===== src/rtl/pattern_writer_if.sv =====
// Raster-in / pixel-out bundle for pattern_writer: position, write strobe,
// mode handshake and the delayed VRAM write stream.
interface pattern_writer_if #(
  parameter int ADDR_W = 19,
  parameter int PIX_W  = 12
);
  logic [9:0]        hpos;
  logic [9:0]        vpos;
  logic [ADDR_W-1:0] wvaddr;
  logic              vwen;
  logic              mode_req;
  logic [1:0]        mode_sel;
  logic              mode_ack;
  logic [ADDR_W-1:0] wvaddr_out;
  logic              vwen_out;
  logic [PIX_W-1:0]  vdin;
  logic [7:0]        frame_cnt;

  modport master (
    output hpos, vpos, wvaddr, vwen, mode_req, mode_sel,
    input  mode_ack, wvaddr_out, vwen_out, vdin, frame_cnt
  );

  modport slave (
    input  hpos, vpos, wvaddr, vwen, mode_req, mode_sel,
    output mode_ack, wvaddr_out, vwen_out, vdin, frame_cnt
  );
endinterface


===== src/rtl/pattern_writer.sv =====
// Test-pattern generator feeding a VRAM write port with a two-cycle pipeline.
// Define PATTERN_SCROLL_EN to make mode 3 a frame-scrolled version of the bars.
module pattern_writer #(
  parameter int H_ACTIVE  = 640,
  parameter int V_ACTIVE  = 480,
  parameter int NUM_BARS  = 16,
  parameter int BAND_ROWS = 120,
  parameter int ADDR_W    = 19,
  parameter int PIX_W     = 12
) (
  input  logic             clk25M,
  input  logic             reset,
  pattern_writer_if.slave  bus
);

  localparam int C      = PIX_W / 3;
  localparam int B      = $clog2(NUM_BARS);
  localparam int COLS   = H_ACTIVE / NUM_BARS;
  localparam int COL_W  = (COLS > 1) ? $clog2(COLS) : 1;
  localparam int LINE_W = (BAND_ROWS > 1) ? $clog2(BAND_ROWS) : 1;

  localparam logic [9:0]        H_END     = 10'(H_ACTIVE);
  localparam logic [9:0]        V_END     = 10'(V_ACTIVE);
  localparam logic [COL_W-1:0]  COL_LAST  = COL_W'(COLS - 1);
  localparam logic [LINE_W-1:0] LINE_LAST = LINE_W'(BAND_ROWS - 1);

  logic              in_line, active, frame_edge, line_end;
  logic [COL_W-1:0]  col_q, col_cur;
  logic [B-1:0]      bar_q, bar_cur;
  logic [LINE_W-1:0] line_q;
  logic [1:0]        band_q;
  logic [1:0]        mode_q, pend_sel;
  logic              pend_q, ack_q;
  logic [7:0]        frame_q;
  logic [ADDR_W-1:0] addr1, addr2;
  logic              wen1, wen2, act1, grid1;
  logic [B-1:0]      bar1;
  logic [1:0]        band1;
  logic [PIX_W-1:0]  pix, pix2;

  assign in_line    = bus.hpos < H_END;
  assign active     = in_line && (bus.vpos < V_END);
  assign frame_edge = (bus.hpos == 10'd0) && (bus.vpos == V_END);
  assign line_end   = (bus.hpos == H_END) && (bus.vpos < V_END);

  // Counters hold the position of the next pixel; masking keeps blanking at zero.
  assign col_cur = in_line ? col_q : '0;
  assign bar_cur = in_line ? bar_q : '0;

  always_ff @(posedge clk25M) begin
    if (reset || !in_line) begin
      col_q <= '0;
      bar_q <= '0;
    end else if (col_q == COL_LAST) begin
      col_q <= '0;
      bar_q <= bar_q + B'(1);
    end else begin
      col_q <= col_q + COL_W'(1);
    end
  end

  always_ff @(posedge clk25M) begin
    if (reset || frame_edge) begin
      line_q <= '0;
      band_q <= '0;
    end else if (line_end) begin
      if (line_q == LINE_LAST) begin
        line_q <= '0;
        band_q <= band_q + 2'd1;
      end else begin
        line_q <= line_q + LINE_W'(1);
      end
    end
  end

  // A request landing on the boundary cycle wins over any older pending one.
  always_ff @(posedge clk25M) begin
    if (reset) begin
      mode_q   <= '0;
      pend_q   <= 1'b0;
      pend_sel <= '0;
      ack_q    <= 1'b0;
      frame_q  <= '0;
    end else begin
      ack_q <= 1'b0;
      if (frame_edge) begin
        frame_q <= frame_q + 8'd1;
        if (bus.mode_req) begin
          mode_q <= bus.mode_sel;
          pend_q <= 1'b0;
          ack_q  <= 1'b1;
        end else if (pend_q) begin
          mode_q <= pend_sel;
          pend_q <= 1'b0;
          ack_q  <= 1'b1;
        end
      end else if (bus.mode_req) begin
        pend_q   <= 1'b1;
        pend_sel <= bus.mode_sel;
      end
    end
  end

  function automatic logic [PIX_W-1:0] bar_color(input logic [B-1:0] bar, input logic [1:0] band);
    logic [B+C-1:0] scaled;
    logic [C-1:0]   i;
    logic [C-1:0]   z;
    scaled = {bar, {C{1'b0}}};
    i      = scaled[B +: C];
    z      = '0;
    case (band)
      2'd0:    bar_color = {i, z, z};
      2'd1:    bar_color = {z, i, z};
      2'd2:    bar_color = {z, z, i};
      default: bar_color = {i, i, i};
    endcase
  endfunction

  always_comb begin
    pix = '0;
    if (act1) begin
      case (mode_q)
        2'd0:    pix = bar_color(bar1, band1);
        2'd1:    pix = {PIX_W{bar1[0] ^ band1[0]}};
        2'd2:    pix = {PIX_W{grid1}};
        default: begin
`ifdef PATTERN_SCROLL_EN
          pix = bar_color(bar1 + frame_q[B-1:0], band1);
`else
          pix = '0;
`endif
        end
      endcase
    end
  end

  always_ff @(posedge clk25M) begin
    if (reset) begin
      addr1 <= '0;
      wen1  <= 1'b0;
      act1  <= 1'b0;
      bar1  <= '0;
      band1 <= '0;
      grid1 <= 1'b0;
      addr2 <= '0;
      wen2  <= 1'b0;
      pix2  <= '0;
    end else begin
      addr1 <= bus.wvaddr;
      wen1  <= bus.vwen;
      act1  <= active;
      bar1  <= bar_cur;
      band1 <= band_q;
      grid1 <= (col_cur == '0) || (line_q == '0);
      addr2 <= addr1;
      wen2  <= wen1;
      pix2  <= pix;
    end
  end

  assign bus.wvaddr_out = addr2;
  assign bus.vwen_out   = wen2;
  assign bus.vdin       = pix2;
  assign bus.mode_ack   = ack_q;
  assign bus.frame_cnt  = frame_q;

endmodule


===== src/flat_wrapper.sv =====
// flat-port wrapper written by rule: the top's interface ports become plain ports
module pattern_writer_flat 
#(
  parameter int H_ACTIVE  = 640,
  parameter int V_ACTIVE  = 480,
  parameter int NUM_BARS  = 16,
  parameter int BAND_ROWS = 120,
  parameter int ADDR_W    = 19,
  parameter int PIX_W     = 12
)
  (clk25M, reset, bus_hpos, bus_vpos, bus_wvaddr, bus_vwen, bus_mode_req, bus_mode_sel, bus_mode_ack, bus_wvaddr_out, bus_vwen_out, bus_vdin, bus_frame_cnt);
  pattern_writer_if #(.ADDR_W(ADDR_W), .PIX_W(PIX_W)) bus_i ();
  input  logic clk25M;
  input  logic reset;
  input wire logic [$bits(bus_i.hpos)-1:0] bus_hpos;
  input wire logic [$bits(bus_i.vpos)-1:0] bus_vpos;
  input wire logic [$bits(bus_i.wvaddr)-1:0] bus_wvaddr;
  input wire logic [$bits(bus_i.vwen)-1:0] bus_vwen;
  input wire logic [$bits(bus_i.mode_req)-1:0] bus_mode_req;
  input wire logic [$bits(bus_i.mode_sel)-1:0] bus_mode_sel;
  output wire logic [$bits(bus_i.mode_ack)-1:0] bus_mode_ack;
  output wire logic [$bits(bus_i.wvaddr_out)-1:0] bus_wvaddr_out;
  output wire logic [$bits(bus_i.vwen_out)-1:0] bus_vwen_out;
  output wire logic [$bits(bus_i.vdin)-1:0] bus_vdin;
  output wire logic [$bits(bus_i.frame_cnt)-1:0] bus_frame_cnt;
  assign bus_i.hpos = bus_hpos;
  assign bus_i.vpos = bus_vpos;
  assign bus_i.wvaddr = bus_wvaddr;
  assign bus_i.vwen = bus_vwen;
  assign bus_i.mode_req = bus_mode_req;
  assign bus_i.mode_sel = bus_mode_sel;
  assign bus_mode_ack = bus_i.mode_ack;
  assign bus_wvaddr_out = bus_i.wvaddr_out;
  assign bus_vwen_out = bus_i.vwen_out;
  assign bus_vdin = bus_i.vdin;
  assign bus_frame_cnt = bus_i.frame_cnt;
  pattern_writer #(.H_ACTIVE(H_ACTIVE), .V_ACTIVE(V_ACTIVE), .NUM_BARS(NUM_BARS), .BAND_ROWS(BAND_ROWS), .ADDR_W(ADDR_W), .PIX_W(PIX_W)) u_core (.clk25M(clk25M), .reset(reset), .bus(bus_i));
endmodule

===== config.mk =====
export PLATFORM = sky130hd
export DESIGN_NAME = pattern_writer_flat
export DESIGN_NICKNAME = d
export VERILOG_FILES = /design/src/rtl/pattern_writer_if.sv /design/src/rtl/pattern_writer.sv /design/src/flat_wrapper.sv
export SDC_FILE = /design/constraint.sdc
export NUM_CORES = 1
export LEC_CHECK = 0
export CORE_MARGIN = 2
export CORE_UTILIZATION = 30
export DETAILED_ROUTE_END_ITERATION = 7
export PLACE_DENSITY_LB_ADDON = 0.08
export SETUP_SLACK_MARGIN = 0.02
export SLEW_MARGIN = 20
export SYNTH_ARGS = -nofsm -noshare
export SYNTH_HDL_FRONTEND = slang
export SYNTH_SLANG_ARGS = --single-unit

===== constraint.sdc =====
create_clock -name clk25M -period 3.08 [get_ports clk25M]
set_input_delay 0.462 -clock clk25M [delete_from_list [all_inputs] [get_ports clk25M]]
set_output_delay 0.462 -clock clk25M [all_outputs]
set_load 0.01 [all_outputs]

==> results of run 1 <==
## kinds of logic (layout without fill, tap and decap cells)
| group | Yosys count | in the layout | share of synthesized area |
|---|---|---|---|
| simple gates | 157 | 157 | 0.275 |
| xor+xnor | 16 | 16 | 0.0427 |
| flops | 93 | 93 | 0.568 |
| buf+inv | 18 | 109 | 0.0214 |
| mux | 4 | 4 | 0.0122 |
| compound gates | 34 | 34 | 0.0576 |
| fa+ha+maj | 6 | 6 | 0.0229 |
## sequential cells by signal, indices dropped and copies added (netlist names)
register / cells
u_core.bus.wvaddr_out: 19
u_core.band1: 2
u_core.grid1: 1
u_core.band_q: 2
u_core.bus.frame_cnt: 8
u_core.col_q: 6
u_core.line_q: 7
u_core.pend_q: 1
u_core.mode_q: 2
u_core.bus.vdin: 12
u_core.addr1: 19
u_core.bar1: 4
u_core.bus.mode_ack: 1
u_core.bar_q: 4
u_core.wen1: 1
u_core.bus.vwen_out: 1
u_core.act1: 1
u_core.pend_sel: 2
## metrics by stage
stage / hold slack [ps] / instances / utilization
final: 444 / 559 / 0.414
after global routing: 457 / 559 / 0.414
after CTS: 444 / 559 / 0.414
after detailed placement: 421 / 543 / 0.397
after global placement: 417 / 543 / 0.397
after floorplan: 414 / 328 / -
## path summary, 6_finish.rpt
| check | from | to | depth (start not counted) |
|---|---|---|---|
| hold / removal | u_core.addr1[10]$_SDFF_PP0_ | u_core.bus.wvaddr_out[10]$_SDFF_PP0_ | 1 |
| setup / recovery | bus_hpos[7] | u_core.line_q[4]$_SDFFE_PP0P_ | 6 |
| setup reg to reg | u_core.line_q[0]$_SDFFE_PP0P_ | u_core.band_q[1]$_SDFFE_PP0P_ | 6 |
| hold reg to reg | u_core.addr1[10]$_SDFF_PP0_ | u_core.bus.wvaddr_out[10]$_SDFF_PP0_ | 1 |
## power by group through the flow
stage	Clock [mW]	Sequential [mW]	Combinational, mW
after CTS	0.787	1.24	0.146
after floorplan	0	1.27	0.0478
after global placement	0	1.27	0.144
final	0.748	1.24	0.142
after global routing	0.838	1.24	0.155
after detailed placement	0	1.27	0.145
## Yosys cell counts, drive strengths merged (5+ instances only)
cell type / number / share of area
nand3: 11 / 0.017
and2: 5 / 0.0095
ha: 6 / 0.023
xnor2: 9 / 0.024
a21oi: 22 / 0.035
nand2: 25 / 0.029
xor2: 7 / 0.019
nor4: 9 / 0.026
inv: 6 / 0.0069
nor2b: 44 / 0.084
nand4: 7 / 0.015
nor2: 29 / 0.033
o21ai: 6 / 0.0092
dfxtp: 93 / 0.57
nor3: 9 / 0.015
clkbuf: 9 / 0.010
## worst reg2reg max path: stages (launching register included)
cell	delay, ps
dfxtp_1	400
ha_1	240
nand4_1	150
nor3b_1	530
nand3_1	170
xor2_1	170
nor2_1	60
## final cells by class
| type | instances | area [um^2] |
|---|---|---|
| flip-flops and latches | 93 | 1860 |
| fillers | 1088 | 6300 |
| clock inverters | 7 | 58.8 |
| repair buffers | 87 | 861 |
| inverters | 6 | 22.5 |
| clock buffers | 9 | 124 |
| multi-input cells | 217 | 1350 |
| well taps | 140 | 175 |
## layer usage
metal	track usage	vias up	share of wire
met3	0.0295	4	0.053
met5	0	-	0
li1	-	1271	-
met1	0.147	1074	0.49
met4	0.0549	0	0.0069
met2	0.173	66	0.45
## cells in the final DEF, fill, tap and decap left out, drive strengths merged, types with 3 or more instances in the layout
master / instances
dfxtp: 93
and2: 5
clkinvlp: 4
inv: 8
xnor2: 9
a21oi: 22
nor2b: 44
mux2i: 4
o21ai: 6
nand3: 11
xor2: 7
nand3b: 3
nor4: 9
ha: 6
nand2: 25
nor2: 29
and4: 3
nor3: 9
nand4: 7
clkdlybuf4s50: 84
buf: 3
clkbuf: 9
==> flow_summary.json, run 1 <==
{
  "regToRegSetupSlack_ps": 1270,
  "core_area_um2": 10700,
  "place_ws_ps": 521,
  "seq_power_share": 0.582,
  "synth_cells": 328,
  "hp-class": "reg2reg",
  "final_antenna_net_count": 0,
  "critPathKind": "in2reg",
  "p_int_mw": 1.62,
  "slowest_stage": "or4_1",
  "rsz0062_at_grt": "false",
  "worst_setup_path_end_kind": "register",
  "wl_per_cell_um": 11.6,
  "cts_max_level": 3,
  "synth_nets": 379,
  "clock_sinks": 93,
  "ys_warn_count": 0,
  "clock_skew_ps": 11.4,
  "outcome": "finished clean",
  "async_reset_ff_frac": 0,
  "power.switching_mw": 0.507,
  "start_util": 0.305,
  "stdcell_area_um2": 4450,
  "hold_buffers": 0,
  "io_pins": 86,
  "synth_cell_types": 39,
  "cp.arrival_ps": 2420,
  "clock_power_share": 0.351,
  "grt_pass1_vias": 2152,
  "cts_buffer_depth": 2,
  "slowest_delay_ps": 680,
  "rows": 38,
  "maxCapViolCount": 0,
  "place_area_um2": 4270,
  "vias": 2415,
  "first_pass_iters": 4,
  "die_w_um": 109,
  "drc": 0,
  "synth_ff_type": "dfxtp_1",
  "slew_violations": 0,
  "critPathBufInv": 1,
  "total_power_mw": 2.13,
  "combPwrFrac": 0.067,
  "layout_setup_ws_ps": 899,
  "post-cts-setup-buffers": 0,
  "drt-vias-per-instance": 4.32,
  "cts_tree": "built",
  "antenna_cells": 0,
  "syn_area_per_cell_um2": 9.99,
  "final.period_utilization": 0.708,
  "cts_buffers": 9,
  "place_congestion": 0.737,
  "path_cells": "clkdlybuf4s50_1 -> or4_1 -> nand3b_4 -> nor2_1 -> or2_2 -> nor3_1",
  "drtIter0Drc": 59,
  "grt.overflow.total": 0,
  "ys_seq_area_frac": 0.568,
  "critPathLaunchType": "primary input",
  "insertion_delay_ps": 360,
  "die-area_um2": 11800,
  "fmax_mhz": 458,
  "die_h_um": 109,
  "swShare": 0.238,
  "port_buffers": 85,
  "tns_ps": 0,
  "worstMarginPinSlew_ps": 868,
  "synth-seq-cells": 93,
  "required_ps": 3320,
  "syn2layout_area_growth_pct": 35.7,
  "wirelength_um": 6480,
  "grt_pass1_wl_um": 10300,
  "root_buffer": "clkbuf_8",
  "hold_viol_final": 0,
  "grt_usage": 0.113,
  "period_needed_ps": 2180,
  "cp_max_fo": 9,
  "netlist_area_um2": 3280,
  "clk_pin_slew_ps": 90,
  "finish.net_count": 465,
  "crit_family": "simple AND/OR/NAND/NOR gates",
  "setup_viol_count_final": 0,
  "power.leakage_nw": 1.58,
  "synth-edff-count": 0,
  "antenna_found_initial": 0,
  "peakVddDrop_uv": 196,
  "slew_headroom": 0.419,
  "drive_gt1_frac": 0.0668,
  "power_density_nw_per_um2": 479,
  "grt_max_degree": 42,
  "post_cts_resized": 0,
  "dp_hpwl_um": 4760
}
(Power assumes the default switching activity.)
==> run 2, diff against run 1 <==
clock period = 2 ns   (was 3.08 ns; I/O delays follow)
==> run 2 against run 1 <==
  * Non-clock buffer count grew 19
  * Cell area grew 3.9%
  * Sequential power grew 54%
  * Global-route usage grew 0.12 points
  * Sequential share of layout area shrank 1.6 points
  * Via count grew 3.2%
  * Die area is the same
  * Flip-flop and latch count is the same
  * Wire length grew 2.3%
  * Clock power grew 76%
  * Register-to-register slack lost 830 ps
  * Cell count grew 3.4%
  * Critical endpoint is now u_core.bus.frame_cnt[7]$_SDFFE_PP0P_
==> flow_summary.json, run 2 (synthesized netlist as in run 1, its figures left out) <==
{
  "setup_viol_count_final": 0,
  "clock_power_share": 0.380,
  "cp.arrival_ps": 2190,
  "rows": 38,
  "final_core_util": 0.430,
  "clock_skew_ps": 12.3,
  "final_antenna_net_count": 0,
  "worstMarginPinSlew_ps": 460,
  "combPwrFrac": 0.068,
  "seq_power_share": 0.552,
  "post_cts_resized": 0,
  "worst_setup_path_end_kind": "register",
  "die-area_um2": 11800,
  "grt_max_degree": 24,
  "cts_tree": "built",
  "first_pass_iters": 4,
  "r2r_end": "u_core.band_q[1]$_SDFFE_PP0P_",
  "final_common_cell": "dfxtp_1",
  "slew_violations": 0,
  "place_inst": 562,
  "hold_buffers": 0,
  "regToRegSetupSlack_ps": 440,
  "core_area_um2": 10700,
  "wl_per_cell_um": 11.5,
  "dp_hpwl_um": 4890,
  "grt_pass1_vias": 2280,
  "grt_pass1_wl_um": 10500,
  "slew_headroom": 0.691,
  "min_path_cells": 2,
  "cts_max_level": 3,
  "drtIter0Drc": 73,
  "top_layer": "met4",
  "critPathKind": "in2reg",
  "p_int_mw": 2.65,
  "antenna_cells": 0,
  "port_buffers": 85,
  "fillers": 1093,
  "grt.overflow.total": 0,
  "cp_max_fo": 3,
  "die_h_um": 109,
  "fmax_mhz": 528,
  "grt_usage": 0.114,
  "swShare": 0.232,
  "hold_viol_final": 0,
  "routed-wl-met2_um": 2940,
  "die_w_um": 109,
  "maxCapViolCount": 0,
  "place_area_um2": 4410,
  "rsz0062_at_grt": "false",
  "power_density_nw_per_um2": 748,
  "power.switching_mw": 0.804,
  "timing.hold.ws_ps": 362,
  "cts_buffer_depth": 2,
  "final_cell_mix": "93 x dfxtp_1, 84 x clkdlybuf4s50_1, 44 x nor2b_1, 29 x nor2_1, 25 x nand2_1",
  "outcome": "finished clean",
  "drt-vias-per-instance": 4.31,
  "drc": 0,
  "required_ps": 2300,
  "hp-class": "in2reg",
  "start_util": 0.305,
  "fin_cells": 578,
  "rr_startpoint": "u_core.line_q[0]$_SDFFE_PP0P_",
  "finish.net_count": 484,
  "cts_buffers": 9,
  "power.leakage_nw": 1.70,
  "stdcell_area_um2": 4620,
  "insertion_delay_ps": 350,
  "root_buffer": "clkbuf_8",
  "antenna_found_initial": 0,
  "peakVddDrop_uv": 379,
  "io_pins": 86,
  "final.period_utilization": 0.946,
  "holdPathEnd": "u_core.bus.frame_cnt[3]$_SDFFE_PP0P_",
  "drive_gt1_frac": 0.107,
  "period_needed_ps": 1890,
  "place_congestion": 0.746,
  "clock_sinks": 93,
  "vias": 2492,
  "worstRegToRegCells": 7,
  "post-cts-setup-buffers": 0,
  "wl_met3_um": 422,
  "hold_start": "reset",
  "critPathLaunchType": "primary input",
  "syn2layout_area_growth_pct": 41.0,
  "wirelength_um": 6620,
  "clk_pin_slew_ps": 100,
  "wl_met1_um": 3180
}
run 2: changes by cell type in the layout (fill, tap and decap cells not counted):
cell | before | now
buf_4 | 2 | 21
inv_6 | 1 | 2
clkinv_4 | 1 | 2
bufinv_16 | 0 | 1
inv_8 | 1 | 2
clkinvlp_4 | 4 | 0
run 2: power groups by stage:
stage / combinational (mW) / sequential, mW / clock (mW)
after CTS: 0.240 / 1.91 / 1.37
after detailed placement: 0.239 / 1.95 / 0
after global routing: 0.256 / 1.91 / 1.45
after floorplan: 0.0736 / 1.96 / 0
final: 0.235 / 1.91 / 1.32
after global placement: 0.237 / 1.95 / 0
run 2: stage by stage:
stage          worst slack, ps  setup TNS [ps]  power (mW)
2_1_floorplan              131               0        2.03
6_report                   108               0        3.46
5_1_grt                   76.6               0        3.62
3_5_place_dp              -268           -2560        2.19
4_1_cts                    116               0        3.52
3_3_place_gp              -262           -2170        2.19
run 2: worst max-delay path by stage:
stage	endpoint	startpoint	slack, ps
global placement	u_core.bus.frame_cnt[7]$_SDFFE_PP0P_	bus_hpos[7]	-260
global route	u_core.bus.frame_cnt[7]$_SDFFE_PP0P_	bus_hpos[7]	80
floorplan	u_core.bus.frame_cnt[7]$_SDFFE_PP0P_	bus_hpos[7]	130
detailed placement	u_core.bus.frame_cnt[7]$_SDFFE_PP0P_	bus_hpos[7]	-270
finish	u_core.bus.frame_cnt[7]$_SDFFE_PP0P_	bus_hpos[7]	110
CTS	u_core.bus.frame_cnt[7]$_SDFFE_PP0P_	bus_hpos[7]	120
run 2: critical path: stages:
cell and delay, ps:
clkdlybuf4s50_1 410, or4_1 590, or4b_4 540, or2_1 230, a21oi_2 120
run 2: cell type report:
type / instances / area, um^2 / share of cell area
Clock buffer: 9 / 124 / 0.0268
Multi-Input combinational cell: 217 / 1350 / 0.291
Tap cell: 140 / 175 / 0.0379
Inverter: 6 / 22.5 / 0.00487
Sequential cell: 93 / 1860 / 0.403
Timing Repair Buffer: 106 / 1000 / 0.217
Clock inverter: 7 / 87.6 / 0.0190
run 2: per-layer routing:
metal / track usage / vias to the layer above
met5: 0 / -
met3: 0.0368 / 6
met1: 0.144 / 1106
li1: - / 1311
met4: 0.0467 / 0
met2: 0.179 / 69
==> run 3, diff against run 2 <==
HOLD_SLACK_MARGIN = 0.15   (was default)
==> results of run 3 <==
Same layout as run 2: the final DEF is identical, and so are final timing and power.
